**src/rtl/leaf_out_arbiter_pkg.sv**
```systemverilog
// Shared definitions for the leaf output arbiter: packet width default,
// valid-bit position and the arbiter state encoding.
package leaf_pkg;

    localparam int DEF_PACKET_BITS = 49;
    localparam int DEF_VALID_BIT   = DEF_PACKET_BITS - 1;

    typedef enum logic {
        IDLE = 1'b0,
        OWN  = 1'b1
    } arb_state_t;

endpackage

```
**src/rtl/leaf_out_arbiter_if.sv**
```systemverilog
// Bundle between the internal packet sources / BFT link and the arbiter.
// The master side is the sources plus the BFT; the slave side is the arbiter.
interface leaf_out_arbiter_if #(
    parameter int PACKET_BITS = leaf_pkg::DEF_PACKET_BITS,
    parameter int NUM_REQ     = 4
);
    localparam int SEL_BITS = (NUM_REQ > 1) ? $clog2(NUM_REQ) : 1;

    logic [NUM_REQ-1:0]             req;
    logic [PACKET_BITS*NUM_REQ-1:0] pkt_in;
    logic [NUM_REQ-1:0]             ack;
    logic [PACKET_BITS-1:0]         dout;
    logic                           resend;
    logic [SEL_BITS-1:0]            owner;
    logic                           busy;

    modport master (
        output req, pkt_in, resend,
        input  ack, dout, owner, busy
    );

    modport slave (
        input  req, pkt_in, resend,
        output ack, dout, owner, busy
    );
endinterface

```
**src/rtl/leaf_out_arbiter_rr_pick.sv**
```systemverilog
// Combinational round-robin search: first set bit of req at or after start,
// wrapping. Done as a priority encode over {req, req} with everything below
// start masked off, so the upper copy supplies the wrapped-around candidates.
module rr_pick #(
    parameter int NUM_REQ  = 4,
    parameter int SEL_BITS = 2
) (
    input  logic [NUM_REQ-1:0]  req,
    input  logic [SEL_BITS-1:0] start,
    output logic                found,
    output logic [SEL_BITS-1:0] idx
);
    logic [2*NUM_REQ-1:0] dbl;
    logic [2*NUM_REQ-1:0] keep_mask;
    logic [2*NUM_REQ-1:0] masked;

    assign dbl = {req, req};

    generate
        for (genvar gi = 0; gi < 2*NUM_REQ; gi++) begin : g_mask
            assign keep_mask[gi] = (gi >= int'(start));
        end
    endgenerate

    assign masked = dbl & keep_mask;

    // Lowest surviving bit wins; scanning downward lets the last hit stand.
    always_comb begin
        found = 1'b0;
        idx   = '0;
        for (int i = 2*NUM_REQ-1; i >= 0; i--) begin
            if (masked[i]) begin
                found = 1'b1;
                idx   = SEL_BITS'(i % NUM_REQ);
            end
        end
    end
endmodule

```
**src/rtl/leaf_out_arbiter.sv**
```systemverilog
// Round-robin, burst-limited arbiter sharing one BFT output link among
// several internal packet sources. Winner gets a same-cycle ack and its
// packet is registered onto dout; a resend on a valid dout freezes everything.
module leaf_out_arbiter
    import leaf_pkg::*;
#(
    parameter int PACKET_BITS = DEF_PACKET_BITS,
    parameter int NUM_REQ     = 4,
    parameter int BURST_LEN   = 8
) (
    input  logic             clk,
    input  logic             reset,
    leaf_out_arbiter_if.slave bus
);
    localparam int SEL_BITS  = (NUM_REQ > 1) ? $clog2(NUM_REQ) : 1;
    localparam int CNT_BITS  = $clog2(BURST_LEN + 1);
    localparam int VALID_BIT = PACKET_BITS - 1;

    arb_state_t             state_reg;
    logic [SEL_BITS-1:0]    owner_reg;
    logic [SEL_BITS-1:0]    rr_ptr_reg;
    logic [CNT_BITS-1:0]    burst_cnt_reg;
    logic [PACKET_BITS-1:0] dout_reg;

    logic                   hold;
    logic                   keep;
    logic                   grant;
    logic                   pick_found;
    logic [SEL_BITS-1:0]    pick_idx;
    logic [SEL_BITS-1:0]    win_idx;
    logic [SEL_BITS-1:0]    rr_ptr_next;
    logic [PACKET_BITS-1:0] win_pkt;
    logic [NUM_REQ-1:0]     ack_vec;

    // rr_ptr always sits at last winner + 1, so an expired or released owner
    // naturally searches from owner + 1.
    rr_pick #(
        .NUM_REQ (NUM_REQ),
        .SEL_BITS(SEL_BITS)
    ) u_rr_pick (
        .req  (bus.req),
        .start(rr_ptr_reg),
        .found(pick_found),
        .idx  (pick_idx)
    );

    assign hold  = bus.resend && dout_reg[VALID_BIT];
    assign keep  = (state_reg == OWN) && bus.req[owner_reg]
                   && (burst_cnt_reg < CNT_BITS'(BURST_LEN));
    assign grant = !reset && !hold && (keep || pick_found);

    assign win_idx     = keep ? owner_reg : pick_idx;
    assign win_pkt     = bus.pkt_in[int'(win_idx)*PACKET_BITS +: PACKET_BITS];
    assign rr_ptr_next = (pick_idx == SEL_BITS'(NUM_REQ - 1)) ? '0
                                                              : pick_idx + SEL_BITS'(1);

    generate
        for (genvar gi = 0; gi < NUM_REQ; gi++) begin : g_ack
            assign ack_vec[gi] = grant && (win_idx == SEL_BITS'(gi));
        end
    endgenerate

    assign bus.ack   = ack_vec;
    assign bus.dout  = dout_reg;
    assign bus.owner = owner_reg;
    assign bus.busy  = (state_reg == OWN);

    // Arbitration state machine and output register.
    always_ff @(posedge clk) begin
        if (reset) begin
            state_reg     <= IDLE;
            owner_reg     <= '0;
            rr_ptr_reg    <= '0;
            burst_cnt_reg <= '0;
            dout_reg      <= '0;
        end else if (hold) begin
            // BFT rejected the packet: replay it unchanged.
        end else if (keep) begin
            burst_cnt_reg <= burst_cnt_reg + CNT_BITS'(1);
            dout_reg      <= win_pkt;
        end else if (pick_found) begin
            state_reg     <= OWN;
            owner_reg     <= pick_idx;
            burst_cnt_reg <= CNT_BITS'(1);
            rr_ptr_reg    <= rr_ptr_next;
            dout_reg      <= win_pkt;
        end else begin
            state_reg <= IDLE;
            dout_reg  <= '0;
        end
    end
endmodule

```
**src/flat_wrapper.sv**
```systemverilog
// flat-port wrapper written by rule: the top's interface ports become plain ports
module leaf_out_arbiter_flat import leaf_pkg::*;
#(
    parameter int PACKET_BITS = DEF_PACKET_BITS,
    parameter int NUM_REQ     = 4,
    parameter int BURST_LEN   = 8
)
  (clk, reset, bus_req, bus_pkt_in, bus_resend, bus_ack, bus_dout, bus_owner, bus_busy);
  leaf_out_arbiter_if #(.PACKET_BITS(PACKET_BITS), .NUM_REQ(NUM_REQ)) bus_i ();
  input  logic clk;
  input  logic reset;
  input wire logic [$bits(bus_i.req)-1:0] bus_req;
  input wire logic [$bits(bus_i.pkt_in)-1:0] bus_pkt_in;
  input wire logic [$bits(bus_i.resend)-1:0] bus_resend;
  output wire logic [$bits(bus_i.ack)-1:0] bus_ack;
  output wire logic [$bits(bus_i.dout)-1:0] bus_dout;
  output wire logic [$bits(bus_i.owner)-1:0] bus_owner;
  output wire logic [$bits(bus_i.busy)-1:0] bus_busy;
  assign bus_i.req = bus_req;
  assign bus_i.pkt_in = bus_pkt_in;
  assign bus_i.resend = bus_resend;
  assign bus_ack = bus_i.ack;
  assign bus_dout = bus_i.dout;
  assign bus_owner = bus_i.owner;
  assign bus_busy = bus_i.busy;
  leaf_out_arbiter #(.PACKET_BITS(PACKET_BITS), .NUM_REQ(NUM_REQ), .BURST_LEN(BURST_LEN)) u_core (.clk(clk), .reset(reset), .bus(bus_i));
endmodule
```
**config.mk**
```make
export PLATFORM = sky130hd
export DESIGN_NAME = leaf_out_arbiter_flat
export DESIGN_NICKNAME = d
export VERILOG_FILES = /design/src/rtl/leaf_out_arbiter_pkg.sv /design/src/rtl/leaf_out_arbiter_if.sv /design/src/rtl/leaf_out_arbiter_rr_pick.sv /design/src/rtl/leaf_out_arbiter.sv /design/src/flat_wrapper.sv
export SDC_FILE = /design/constraint.sdc
export NUM_CORES = 1
export LEC_CHECK = 0
export ABC_AREA = 0
export CAP_MARGIN = 0
export CORE_MARGIN = 3
export CORE_UTILIZATION = 33
export DETAILED_ROUTE_END_ITERATION = 8
export PLACE_DENSITY = 0.79
export SYNTH_ARGS = -nofsm -noshare
export SYNTH_HDL_FRONTEND = slang
export SYNTH_SLANG_ARGS = --single-unit
```
**constraint.sdc**
```tcl
create_clock -name clk -period 3.9 [get_ports clk]
set_input_delay 0.585 -clock clk [delete_from_list [all_inputs] [get_ports clk]]
set_output_delay 0.585 -clock clk [all_outputs]
set_load 0.01 [all_outputs]
```
==> flow_summary.ini <==
[status]
run_status = complete, no violations

[flow_run]
max_cap_violations = 0

[floorplanning]
floorplan.die_area_mm2 = 0.0105
effective_utilization_at_floorplan_pct = 34.7
area_of_the_core_mm2 = 0.00889
floorplan.io_pins = 259
rows = 34
die_w_um = 103
die_height_um = 103

[placed_design]
numPortBuffers = 258
hpwlAfterDp_um = 10500
placedCellCount = 692
place_worst_setup_slack_ps = 434
globalplace.congestion = 0.869

[cells_and_area]
layoutNonFillerInstCount = 708
final_core_util_pct = 66.7
area.growth.synth_to_final_pct = 92.3
ant_diodes = 0
layout.cells.most_common_list = sky130_fd_sc_hd__clkdlybuf4s50_1, sky130_fd_sc_hd__dfxtp_1, sky130_fd_sc_hd__nand2_1
layout_commonest_cell = sky130_fd_sc_hd__clkdlybuf4s50_1
finalNetCount = 799
drive_gt1_share_pct = 5.50
largest_reg_flops = 49

[logic_synthesis]
asyncSetResetFlopFracSynth_pct = 0
ys_dominant_reg_cell = sky130_fd_sc_hd__dfxtp_1
synth-edff-count = 0
synth.lib_cells_used.distinct = 36
seq_area_frac_synth_pct = 37.6
mappedNetlistArea_mm2 = 0.00309
post-synth-top-area-fraction_pct = 37.6
netlist_instances = 350
avgSynthCellArea_um2 = 8.82
synth.net_count = 554
synth_seq_cells = 58
synth_area_leader_cell = sky130_fd_sc_hd__dfxtp_1
synth_area_leaders = sky130_fd_sc_hd__dfxtp_1, sky130_fd_sc_hd__a221oi_1, sky130_fd_sc_hd__a22o_1, sky130_fd_sc_hd__o21ai_1, sky130_fd_sc_hd__nand2_1
synthesis.yosys.warnings = 0

[timing]
clock-skew-final_ps = 7.17
post-route-worst-setup-slack_ps = 451
timing.final.crit_share_pct = 88.4
timing.final.setup_violations = 0
max_slew.worst_pin.slew_ps = 734
rsz0062_at_grt = no
worst_slew_margin_rel_pct = 50.9
hold_ws_ps = 448
total_negative_setup_slack_ps = 0
fmaxAchievable_mhz = 290
report.final.hold_viol_count = 0
finalCriticalPeriod_ps = 3450
timing.final.max_slew_violations = 0

[setup_path]
slowest_delay_ps = 590
r2r.worst_path.cells = 8
critical_path_destination = bus_ack[1]
r2r_setup_slack_ps = 1290
critPathMostFrequentCell = sky130_fd_sc_hd__clkdlybuf4s50_1
worstPathMaxFanout = 6
worstSetupPathType = primary input to primary output
startpoint_type = primary input
timing.rr.start = u_core.rr_ptr_reg[1]
master_of_the_slowest_instance_on_the_critical_path = sky130_fd_sc_hd__clkdlybuf4s50_1
timing.critical_path.buf_inv = 2
critPathLaunch = bus_req[0]
crit_path_end_kind = primary output
worst_ep_required_time_ps = 3310
worst-path-stages = 7
crit_chain = clkdlybuf4s50_1 -> mux2i_1 -> nor2_1 -> or3_4 -> o32ai_4 -> nor2b_1 -> clkdlybuf4s50_1
cp_data_arrival_time_ps = 2860
timing.critical_path.max_delay_family = buffers and inverters
crit-reg2reg-capture = u_core.bus.dout[14]

[clock_network]
number_of_buffers_inserted_to_repair_setup_after_cts = 0
clock_tree_from_tritoncts = done
cts_inserted_buffers = 9
cts.clk_slew.worst_paths_ps = 60
clock_root_buffer = sky130_fd_sc_hd__clkbuf_8
post_cts.resized_instances = 0
clkLatencyLatePin_ps = 320
cts_buffer_depth = 2
cts-htree-levels = 3
cts_hold_buf = 0
cts_num_sinks = 58

[routing]
drt_first_iter_violations = 86
final_antenna_net_count = 0
detailroute.via_count = 3843
detail_route.drc_violations = 0
routed_wl_um = 13100
post_drt_wl_per_cell_um = 18.6
firstDrtPassIters = 4
vias_per_cell = 5.43

[grt]
maximum_number_of_pins_on_one_net_before_global_route_repair = 50
grt_pass1_vias = 3830
grt_antenna_before_repair = 0
globalRoute.totalOverflow = 0
grtUsageTotal_pct = 24.0
grt_first_pass_wirelength_um = 19500

[power]
static-leakage-power_nw = 2.11
power.ir.vdd_worst_uv = 294
power_per_cell_area_mw_per_mm2 = 470

[worst_hold_path]
hold_path.class = flop to flop
==> area by class of cell <==
cell class | instances | area, µm²
clock buffer | 12 | 155
clock inverter | 4 | 50.0
fill | 756 | 2960
inverter | 1 | 3.75
multi-input combinational | 259 | 1780
sequential | 58 | 1160
tap | 108 | 135
timing repair buffer | 266 | 2640
==> stage by stage <==
step | cell area, µm² | power, mW
floorplan | 3090 | 1.57
global placement | 5730 | 2.22
detailed placement | 5730 | 2.25
CTS | 5930 | 2.82
global route | 5930 | 2.96
finish | 5930 | 2.79
==> worst min path at each step <==
stage / start / endpoint / cells after the start
3_5_place_dp: u_core.bus.dout[23] / u_core.bus.dout[23] / 2
6_report: u_core.bus.dout[13] / u_core.bus.dout[13] / 2
3_3_place_gp: u_core.bus.dout[8] / u_core.bus.dout[8] / 2
5_1_grt: u_core.bus.dout[38] / u_core.bus.dout[38] / 2
2_1_floorplan: u_core.burst_cnt_reg[3] / u_core.burst_cnt_reg[3] / 2
4_1_cts: u_core.bus.dout[17] / u_core.bus.dout[17] / 2
==> synth_stat cells, types with 2 or more instances <==
cell	count
sky130_fd_sc_hd__mux2i_1	3
sky130_fd_sc_hd__o21ai_1	48
sky130_fd_sc_hd__nor2b_1	5
sky130_fd_sc_hd__buf_6	6
sky130_fd_sc_hd__nor2_1	12
sky130_fd_sc_hd__clkbuf_1	11
sky130_fd_sc_hd__o32ai_4	2
sky130_fd_sc_hd__o32ai_1	2
sky130_fd_sc_hd__nand2_1	56
sky130_fd_sc_hd__buf_2	15
sky130_fd_sc_hd__nand2b_1	5
sky130_fd_sc_hd__a22o_1	48
sky130_fd_sc_hd__and2_1	3
sky130_fd_sc_hd__a211oi_1	2
sky130_fd_sc_hd__a21oi_1	7
sky130_fd_sc_hd__a221oi_1	48
sky130_fd_sc_hd__dfxtp_1	58
==> report_power, final <==
part / switching (mW) / internal, mW / leakage [nW] / total (mW)
sequential: 0.0846 / 0.740 / 0.480 / 0.824
combinational: 0.647 / 0.755 / 1.54 / 1.40
clock: 0.230 / 0.329 / 0.0986 / 0.559
total: 0.961 / 1.82 / 2.11 / 2.79
==> worst reg2reg max path: stages, from the launching register on <==
cell                       delay (ps)
sky130_fd_sc_hd__dfxtp_1          470
sky130_fd_sc_hd__mux2i_1          230
sky130_fd_sc_hd__nor2_1            90
sky130_fd_sc_hd__nor3_2           490
sky130_fd_sc_hd__o32ai_4          170
sky130_fd_sc_hd__buf_4            310
sky130_fd_sc_hd__a22o_1           340
sky130_fd_sc_hd__a221oi_1         290
sky130_fd_sc_hd__o21ai_1          100
==> per-layer routing <==
layer	vias up	GRT usage [%]	part of all wire, %
met5	-	0	0
li1	1859	-	-
met1	1811	26.3	37
met2	157	44.8	54
met4	0	6.56	1.5
met3	16	6.77	7.9
==> cells by family (layout without fill, tap and decap cells) <==
group           Yosys count  count (layout)  synth area share (%)
compound gates          168             168                  42.4
fa+ha+maj                 1               1                 0.405
buf+inv                  33             283                  6.08
flops                    58              58                  37.6
mux                       3               3                 0.973
simple gates             87              87                  12.5
Power figures use the tool's default switching activity.
